## src/rtl/teamplayer_io.sv

```systemverilog
// teamplayer_io: Sega Team Player 4-way multitap responder for one controller port.
// Watches the port's effective TH/TR levels; a TH fall starts a packet and each
// stable TR toggle is acknowledged on TL while a nibble stream is walked:
// ID, pad types, then active-low button data of every present pad.
//
// Ports:
//   CLK, RESET            clock, synchronous active-high reset
//   CE                    clock enable for all state
//   PAD_EN, PAD_6B        pad present / pad is 6-button, bit0 = pad A
//   PA_BTN..PD_BTN        pressed=1, {Z,Y,X,MODE,START,C,B,A,RIGHT,LEFT,DOWN,UP}
//   TH, TR                effective port TH/TR levels
//   DO                    port read value {0, TH, TR, TL, NIB}
//   ACTIVE                packet in progress
module teamplayer_io #(
  parameter int unsigned ACK_DLY = 4
) (
  input  logic        CLK,
  input  logic        RESET,
  input  logic        CE,
  input  logic [3:0]  PAD_EN,
  input  logic [3:0]  PAD_6B,
  input  logic [11:0] PA_BTN,
  input  logic [11:0] PB_BTN,
  input  logic [11:0] PC_BTN,
  input  logic [11:0] PD_BTN,
  input  logic        TH,
  input  logic        TR,
  output logic [7:0]  DO,
  output logic        ACTIVE
);

  localparam int unsigned IDX_W     = 5;
  localparam int unsigned DLY_W     = 4;
  localparam int unsigned NIB_W     = 4;
  localparam int unsigned BTN_W     = 12;
  localparam int unsigned NPAD      = 4;
  localparam int unsigned DATA_BASE = 7;

  localparam logic [IDX_W-1:0] IDX_MAX  = IDX_W'(31);
  localparam logic [DLY_W-1:0] DLY_LAST = DLY_W'(ACK_DLY - 1);

  typedef enum logic {IDLE, XFER} state_t;

  state_t             state, nxt_state;
  logic [IDX_W-1:0]   idx, nxt_idx;
  logic               ack, nxt_ack;
  logic [DLY_W-1:0]   dly, nxt_dly;
  logic               thd;
  logic               snap;

  logic [NPAD-1:0]    s_en, s_6b;
  logic [BTN_W-1:0]   s_btn [NPAD];

  logic [NIB_W-1:0]   stream_nib;
  logic [NIB_W-1:0]   nib;

  // Data nibble k of one pad: directions, then START/A/C/B, then MODE/X/Y/Z.
  function automatic logic [NIB_W-1:0] data_nib(input logic [BTN_W-1:0] b,
                                                input logic [1:0] k);
    logic [NIB_W-1:0] n;
    case (k)
      2'd0:    n = ~b[3:0];
      2'd1:    n = ~{b[7], b[4], b[6], b[5]};
      default: n = ~{b[8], b[9], b[10], b[11]};
    endcase
    return n;
  endfunction

  // State register, handshake counters and packet snapshot.
  always_ff @(posedge CLK) begin
    if (RESET) begin
      state <= IDLE;
      idx   <= '0;
      ack   <= 1'b1;
      dly   <= '0;
      thd   <= 1'b1;
      s_en  <= '0;
      s_6b  <= '0;
      for (int p = 0; p < NPAD; p++) s_btn[p] <= '0;
    end else if (CE) begin
      state <= nxt_state;
      idx   <= nxt_idx;
      ack   <= nxt_ack;
      dly   <= nxt_dly;
      thd   <= TH;
      if (snap) begin
        s_en     <= PAD_EN;
        s_6b     <= PAD_6B;
        s_btn[0] <= PA_BTN;
        s_btn[1] <= PB_BTN;
        s_btn[2] <= PC_BTN;
        s_btn[3] <= PD_BTN;
      end
    end
  end

  // Next-state: packet start on TH fall, TR handshake with debounce, TH abort.
  always_comb begin
    nxt_state = state;
    nxt_idx   = idx;
    nxt_ack   = ack;
    nxt_dly   = dly;
    snap      = 1'b0;
    case (state)
      IDLE: begin
        if (thd && !TH) begin
          nxt_state = XFER;
          nxt_idx   = '0;
          nxt_ack   = TR;
          nxt_dly   = '0;
          snap      = 1'b1;
        end
      end
      XFER: begin
        if (TH) begin
          // TH rise aborts even on the cycle a handshake would complete.
          nxt_state = IDLE;
          nxt_idx   = '0;
          nxt_ack   = 1'b1;
          nxt_dly   = '0;
        end else if (TR != ack) begin
          if (dly == DLY_LAST) begin
            nxt_ack = TR;
            nxt_idx = (idx == IDX_MAX) ? idx : idx + IDX_W'(1);
            nxt_dly = '0;
          end else begin
            nxt_dly = dly + DLY_W'(1);
          end
        end else begin
          nxt_dly = '0;
        end
      end
    endcase
  end

  // Stream nibble at idx; pad data offsets come from a running sum of 0/2/3.
  always_comb begin
    logic [IDX_W-1:0] acc;
    logic [IDX_W-1:0] len;
    logic [1:0]       tp;
    stream_nib = 4'hF;
    acc        = IDX_W'(DATA_BASE);
    len        = '0;
    tp         = 2'(idx - IDX_W'(3));
    if (idx == IDX_W'(0)) begin
      stream_nib = 4'hF;
    end else if (idx < IDX_W'(3)) begin
      stream_nib = 4'h0;
    end else if (idx < IDX_W'(DATA_BASE)) begin
      stream_nib = !s_en[tp] ? 4'hF : (s_6b[tp] ? 4'h1 : 4'h0);
    end else begin
      for (int p = 0; p < NPAD; p++) begin
        len = !s_en[p] ? IDX_W'(0) : (s_6b[p] ? IDX_W'(3) : IDX_W'(2));
        if (s_en[p] && (idx >= acc) && (idx < acc + len))
          stream_nib = data_nib(s_btn[p], 2'(idx - acc));
        acc = acc + len;
      end
    end
  end

  assign nib    = (state == XFER) ? stream_nib : 4'h3;
  assign DO     = {1'b0, TH, TR, ack, nib};
  assign ACTIVE = (state == XFER);

endmodule

```

## config.mk

```make
export PLATFORM = sky130hd
export DESIGN_NAME = teamplayer_io
export DESIGN_NICKNAME = d
export VERILOG_FILES = /design/src/rtl/teamplayer_io.sv
export SDC_FILE = /design/constraint.sdc
export NUM_CORES = 1
export LEC_CHECK = 0
export ABC_AREA = 1
export CORE_ASPECT_RATIO = 0.9
export CORE_MARGIN = 2
export CORE_UTILIZATION = 60
export CTS_BUF_LIST = sky130_fd_sc_hd__clkbuf_8
export DETAILED_ROUTE_END_ITERATION = 7
export HOLD_SLACK_MARGIN = 0.05
export PLACE_DENSITY = 0.88
export SETUP_SLACK_MARGIN = 0.4
export SYNTH_ARGS = -nofsm -noshare
export SYNTH_HDL_FRONTEND = slang
export SYNTH_SLANG_ARGS = --single-unit
```

## constraint.sdc

```tcl
create_clock -name CLK -period 12.2 [get_ports CLK]
set_input_delay 2.44 -clock CLK [delete_from_list [all_inputs] [get_ports CLK]]
set_output_delay 2.44 -clock CLK [all_outputs]
set_load 0.02 [all_outputs]
```

==> results_dict.tcl, run 1 <==
set metrics [dict create \
    status "complete, no violations" \
    rsz0062_at_grt "false" \
    place_hpwl_um 7410 \
    r2r_slack_ns 10.20 \
    cts_resized 0 \
    relSlewSlack_pct 30.8 \
    postPlaceCellArea_mm2 0.00508 \
    critical_path_class "reg -> out" \
    die_area_mm2 0.00792 \
    fin_util_pct 75.2 \
    slew_viol_final 0 \
    cp_max_fo 8 \
    path_clk_slew_ns 0.07 \
    multiInputGateArea_mm2 0.00196 \
    cts-root-buf "clkbuf_8" \
    post_cts_buffers 0 \
    fin_skew_ns 0.0132 \
    setup_slack_ns 4.77 \
    place_congestion 0.970 \
    start_util_pct 61.6 \
    power_leakage_nw 2.55 \
    grt_most_used_layer "met2" \
    syn_nets 652 \
    cts_tree "done" \
    setup_viol 0 \
    numCtsBuffers 9 \
    end_kind "output pin" \
    rows 29 \
    grt_pass1_wl_um 16600 \
    hold_viol 0 \
    cts_hold_buf 0 \
    synth-seq-cells 68 \
    antenna_found_initial 0 \
    worstMarginPinSlew_ns 1.04 \
    power_density_mw_per_mm2 113 \
    worst_setup_path_start_kind "flop" \
    routed_wl_um 9990 \
    cts_buffer_depth 2 \
    clk_latency_ns 0.36 \
    layout_min_cycle_time_ns 7.43 \
    vias 3809 \
    use_met3_pct 7.45 \
    grt_pass1_vias 3710 \
    die_x_um 93.6 \
    use_met1_pct 33.8 \
    fp.dieH_um 84.6 \
    cts_sinks 68 \
    required_ns 9.76 \
    yosys-top-cells-area "edfxtp_1 (33%), inv_1 (10%), dfxtp_1 (9.2%), nand2_1 (9.2%), ha_1 (8.1%)" \
    fmax_mhz 135 \
    ys_types 39 \
    nNetsFinal 719 \
    avgViaCountPerCell 5.26 \
    final_layout_size_suffix_gt1_share_pct 6.81 \
    yosysSeqAreaShare_pct 42.5 \
    portBuffers 68 \
    grt_usage_pct 26.8 \
    period_share_pct 60.9 \
    htree_levels 3 \
    syn-cell-area_mm2 0.00433 \
    area_growth_pct 22.1 \
    firstDrtPassIters 5 \
    timing.setup.tns_ns 0 \
    drt_iter0_markers 251 \
    post_drt_wl_per_cell_um 13.8 \
    arrival_ns 4.99 \
    yosysTopAreaCell "edfxtp_1" \
    grt_overflow_total 0 \
    diodes 0 \
    n_fill_cell 511 \
    syn_area_per_cell_um2 7.74 \
    power_frac_comb_pct 20.7 \
    final_cells 724 \
    ios 70 \
    switching_share_pct 28.7 \
    p_switching_mw 0.172 \
    place_ws_ns 5.21 \
    yosysTopAreaCellShare_pct 33.3 \
    peakVddDrop_mv 0.0924 \
    ys_warn_count 0 \
    drv_cap 0 \
    dp.cells 709 \
    final_area_mm2 0.00529 \
    hold_path.class "reg -> reg" \
    core_area_mm2 0.00704 \
    seq_area_mm2 0.00184 \
    clkPwrFrac_pct 34.4 \
    pwr-share-seq_pct 44.9 \
    grt_max_degree 57 \
    met2_usage_pct 45.2 \
    drc 0 \
    p_int_mw 0.427 \
    syn_inst 560 \
    ant_nets 0 \
]
==> power groups by stage <==
stage | clock network (mW) | logic [mW] | registers [mW]
2_1_floorplan | 0 | 0.0787 | 0.271
3_3_place_gp | 0 | 0.118 | 0.273
3_5_place_dp | 0 | 0.122 | 0.274
4_1_cts | 0.207 | 0.123 | 0.269
5_1_grt | 0.216 | 0.137 | 0.270
6_report | 0.206 | 0.124 | 0.269
==> sequential cells by signal, indices dropped and copies added, names as in the netlist <==
signal / count
ACTIVE: 1
idx: 5
thd: 1
s_en: 4
dly: 4
ack: 1
s_6b: 4
s_btn: 48
==> cell usage after synthesis <==
| cell type | instances |
|---|---|
| ha_1 | 28 |
| nor2_2 | 2 |
| nand2_4 | 2 |
| edfxtp_1 | 48 |
| o21a_1 | 1 |
| nor3_1 | 5 |
| o21bai_2 | 1 |
| a21boi_2 | 1 |
| clkinv_2 | 1 |
| inv_2 | 5 |
| nor2_1 | 85 |
| nand4_1 | 5 |
| o22ai_1 | 13 |
| nand2_2 | 2 |
| o211ai_1 | 2 |
| fa_1 | 3 |
| a211o_1 | 1 |
| nand3_4 | 1 |
| xnor2_1 | 4 |
| buf_4 | 5 |
| nand3_1 | 37 |
| conb_1 | 1 |
| nand3_2 | 1 |
| or2_2 | 2 |
| clkinv_1 | 1 |
| inv_1 | 119 |
| a21oi_2 | 1 |
| a21oi_1 | 25 |
| nor2_4 | 1 |
| o21ai_4 | 1 |
| a211oi_1 | 2 |
| nand2_1 | 106 |
| xnor2_2 | 2 |
| clkbuf_1 | 3 |
| o21ai_0 | 15 |
| o21ai_2 | 1 |
| dfxtp_1 | 20 |
| buf_2 | 5 |
| nor3_2 | 2 |
==> routing by layer <==
layer / vias up / share of wire, %
met4: 0 / 1.6
met1: 1748 / 42
met5: - / 0
met3: 18 / 6.4
met2: 144 / 50
li1: 1899 / -
==> critical path, stage by stage (launching register included) <==
cell and delay, ns:
dfxtp_1 0.50, nand2_1 0.15, ha_1 0.23, inv_1 0.07
fa_1 0.48, fa_1 0.61, inv_1 0.06, ha_1 0.26
a21oi_1 0.13, nor2_1 0.07, xnor2_1 0.18, ha_1 0.28
nand2_1 0.08, o21ai_0 0.08, nor2_1 0.11, nand3_1 0.24
nor2_1 0.18, nor2_1 0.06, nand2_1 0.06, nand2_1 0.05
a21oi_1 0.13, clkdlybuf4s50_1 0.61
==> final cells by class <==
type	count	share of cell area (%)
multi-input combinational	353	37.0
tap	93	2.20
inverter	126	8.96
sequential	68	34.8
timing repair buffer	69	13.0
clock buffer	9	2.34
clock inverter	6	1.70
==> metrics by stage <==
stage	power, mW	hold WS [ns]
after CTS	0.599	0.473
after floorplan	0.350	0.429
after detailed placement	0.396	0.455
after global placement	0.391	0.439
final	0.599	0.466
after global routing	0.623	0.508
==> cells by family (layout without fill, tap and decap cells) <==
group | count (synthesis) | in the layout | synth area share [%]
other | 1 | 1 | 0.0865
buffers and inverters | 139 | 210 | 12.6
xor gates and xnor gates | 6 | 6 | 1.56
adders and majority gates | 31 | 31 | 9.47
and+or+nand+nor | 251 | 251 | 24.9
AOI/OAI and AO/OA | 64 | 64 | 8.87
DFF | 68 | 68 | 42.5
==> path summary, 6_finish.rpt <==
kind | from | end | cells past startpoint
worst max register to register | thd | s_btn[0][7] | 4
worst min-delay path | thd | thd | 2
worst min register to register | thd | thd | 2
worst max-delay path | s_en[0] | DO[2] | 21
==> layout by cell type, fill, tap and decap left out, types with 3 or more instances in the layout <==
cell type / Yosys / final
nand3_1: 37 / 36
a21oi_1: 25 / 25
nor2_1: 85 / 85
nand4_1: 5 / 5
o22ai_1: 13 / 13
clkbuf_8: 0 / 9
clkdlybuf4s50_1: 0 / 68
dfxtp_1: 20 / 20
inv_1: 119 / 119
xnor2_1: 4 / 4
o21ai_0: 15 / 15
ha_1: 28 / 28
fa_1: 3 / 3
nor3_1: 5 / 5
inv_2: 5 / 5
nand2_1: 106 / 106
edfxtp_1: 48 / 48
No activity file was read; power rests on OpenSTA's default activity.
==> run 2: changes to the inputs <==
--- a/config.mk
+++ b/config.mk
@@ -8,11 +8,11 @@
 export ABC_AREA = 1
 export CORE_ASPECT_RATIO = 0.9
 export CORE_MARGIN = 2
-export CORE_UTILIZATION = 60
+export CORE_UTILIZATION = 56
 export CTS_BUF_LIST = sky130_fd_sc_hd__clkbuf_8
 export DETAILED_ROUTE_END_ITERATION = 7
 export HOLD_SLACK_MARGIN = 0.05
-export PLACE_DENSITY = 0.88
+export PLACE_DENSITY = 0.83
 export SETUP_SLACK_MARGIN = 0.4
 export SYNTH_ARGS = -nofsm -noshare
 export SYNTH_HDL_FRONTEND = slang
==> constraint.sdc (replaced) <==
create_clock -name CLK -period 7.1 [get_ports CLK]
set_input_delay 1.42 -clock CLK [delete_from_list [all_inputs] [get_ports CLK]]
set_output_delay 1.42 -clock CLK [all_outputs]
set_load 0.02 [all_outputs]
==> run 2 against run 1 <==
- register-to-register slack lost 5.1 ns
- design area is 0.78% lower
- non-clock buffer count unchanged
- clock power increased by 36%
- global-route usage down 3.3 points
- cell count rose by 0.55%
- worst setup slack worse by 3.9 ns
- sequential share of layout area rose by 0.30 points
- sequential power increased by 71%
==> results_dict.tcl, run 2 (synthesis gave the netlist of run 1 again) <==
set metrics [dict create \
    path_clk_slew_ns 0.08 \
    end_kind "output pin" \
    fp.dieH_um 87.5 \
    power_frac_comb_pct 21.9 \
    rows 30 \
    largest_reg_flops 48 \
    vias 3639 \
    portBuffers 68 \
    place_congestion 0.943 \
    htree_levels 3 \
    die_area_mm2 0.00846 \
    power_density_mw_per_mm2 181 \
    post_drt_wl_per_cell_um 12.9 \
    fin_util_pct 69.9 \
    critical_path_class "reg -> out" \
    final_layout_size_suffix_gt1_share_pct 6.96 \
    met1_length_um 4270 \
    hold_path.class "reg -> reg" \
    grt_max_degree 57 \
    status "complete, no violations" \
    pwr-share-seq_pct 48.5 \
    p_switching_mw 0.289 \
    place_hpwl_um 7110 \
    core_area_mm2 0.00751 \
    slew_viol_final 0 \
    grt_usage_pct 23.5 \
    period_share_pct 88.1 \
    cts-root-buf "clkbuf_8" \
    hold_depth 2 \
    hold_path.startpoint "thd" \
    layout_min_cycle_time_ns 6.26 \
    rsz0062_at_grt "false" \
    area_growth_pct 21.1 \
    clk_latency_ns 0.35 \
    top_layer "met4" \
    peakVddDrop_mv 0.140 \
    final_cell_mix "inv_1 (119), nand2_1 (106), nor2_1 (85), clkdlybuf4s50_1 (68), edfxtp_1 (48)" \
    grt_pass1_wl_um 16000 \
    die_x_um 96.7 \
    switching_share_pct 30.4 \
    regMostFlops "s_btn" \
    drt_iter0_markers 175 \
    required_ns 5.68 \
    post_cts_buffers 0 \
    diodes 0 \
    drc 0 \
    clkPwrFrac_pct 29.5 \
    fmax_mhz 160 \
    drv_cap 0 \
    wl_met2_um 4500 \
    hold_viol 0 \
    setup_viol 0 \
    top_regs "s_btn (48), idx (5)" \
    cts_tree "done" \
    routed_wl_um 9390 \
    p_int_mw 0.662 \
    arrival_ns 4.84 \
    power_leakage_nw 2.53 \
    worst_setup_path_start_kind "flop" \
    layout_commonest_cell "inv_1" \
    dr_wl_met3_um 430 \
    fin_skew_ns 0.00794 \
    cp_max_fo 8 \
    timing.rr.end "s_6b[2]" \
    firstDrtPassIters 5 \
    start_util_pct 57.7 \
    cts_sinks 68 \
    timing.setup.tns_ns 0 \
    relSlewSlack_pct 28.7 \
    ios 70 \
    holdPathEnd "thd" \
    r2r_start "thd" \
    numCtsBuffers 9 \
    r2r_slack_ns 5.06 \
    antenna_found_initial 0 \
    ant_nets 0 \
    cts_buffer_depth 2 \
    grt_pass1_vias 3482 \
    worstMarginPinSlew_ns 1.07 \
    grt_overflow_total 0 \
    nNetsFinal 719 \
    avgViaCountPerCell 5.00 \
    reg2reg_depth 4 \
]
## run 2: cell types whose count changed in the layout (fill, tap and decap cells not counted), sizes merged
cell	delta
clkinv	+3
bufinv	-2
## run 2: how the worst max path moves through the flow
stage | start | endpoint | slack (ns) | depth (start not counted)
after floorplan | s_en[0] | DO[2] | 1.94 | 19
after global placement | s_en[0] | DO[2] | 1.34 | 19
after detailed placement | s_en[0] | DO[2] | 1.15 | 18
after CTS | s_en[0] | DO[2] | 0.76 | 18
after global routing | s_en[0] | DO[2] | 0.50 | 18
final | s_en[0] | DO[2] | 0.84 | 19
## run 2: critical path, cell delays in order (launching register included)
cell and delay (ns):
dfxtp_2 0.42, nand2_1 0.12, ha_1 0.22, inv_1 0.07, fa_1 0.47, fa_1 0.55, fa_1 0.46, nor2_1 0.12
a21oi_1 0.07, ha_1 0.32, a21oi_1 0.13, o21ai_0 0.09, nor2_1 0.13, nand3_1 0.23, nor2_1 0.17, nor2_1 0.05
nand2_1 0.06, nand2_1 0.05, a21oi_1 0.12, clkdlybuf4s50_1 0.61
## run 2: metal layers
layer	up-vias	track usage [%]
met5	-	0
met4	0	8.96
met3	16	4.65
met2	97	40.4
met1	1620	29.6
li1	1906	-
## run 2: through the flow
step / std cells / power (mW) / instance area [um^2] / hold WS [ns] / setup slack, ns
floorplan: 560 / 0.601 / 4330 / 0.429 / 1.94
global placement: 712 / 0.671 / 5080 / 0.442 / 1.34
detailed placement: 712 / 0.678 / 5080 / 0.458 / 1.15
CTS: 728 / 0.955 / 5250 / 0.467 / 0.759
global route: 728 / 0.997 / 5250 / 0.511 / 0.504
finish: 728 / 0.951 / 5250 / 0.479 / 0.845
## run 2: power by group through the flow
stage | sequential, mW | combinational [mW] | clock, mW
final | 0.461 | 0.209 | 0.281
after global routing | 0.464 | 0.235 | 0.298
after CTS | 0.461 | 0.209 | 0.286
after detailed placement | 0.470 | 0.208 | 0
after global placement | 0.469 | 0.202 | 0
after floorplan | 0.466 | 0.135 | 0
## run 2: final cells by class
| class | count | area (um^2) |
|---|---|---|
| Multi-Input combinational cell | 353 | 1960 |
| Tap cell | 96 | 120 |
| Fill cell | 625 | 2260 |
| Clock inverter | 7 | 43.8 |
| Inverter | 126 | 474 |
| Timing Repair Buffer | 69 | 688 |
| Clock buffer | 9 | 124 |
| Sequential cell | 68 | 1840 |
## run 2: timing repair
item	4_1_cts	5_1_grt
hold buffers	0	0
gates resized for setup	0	1
setup endpoints to repair	0	1
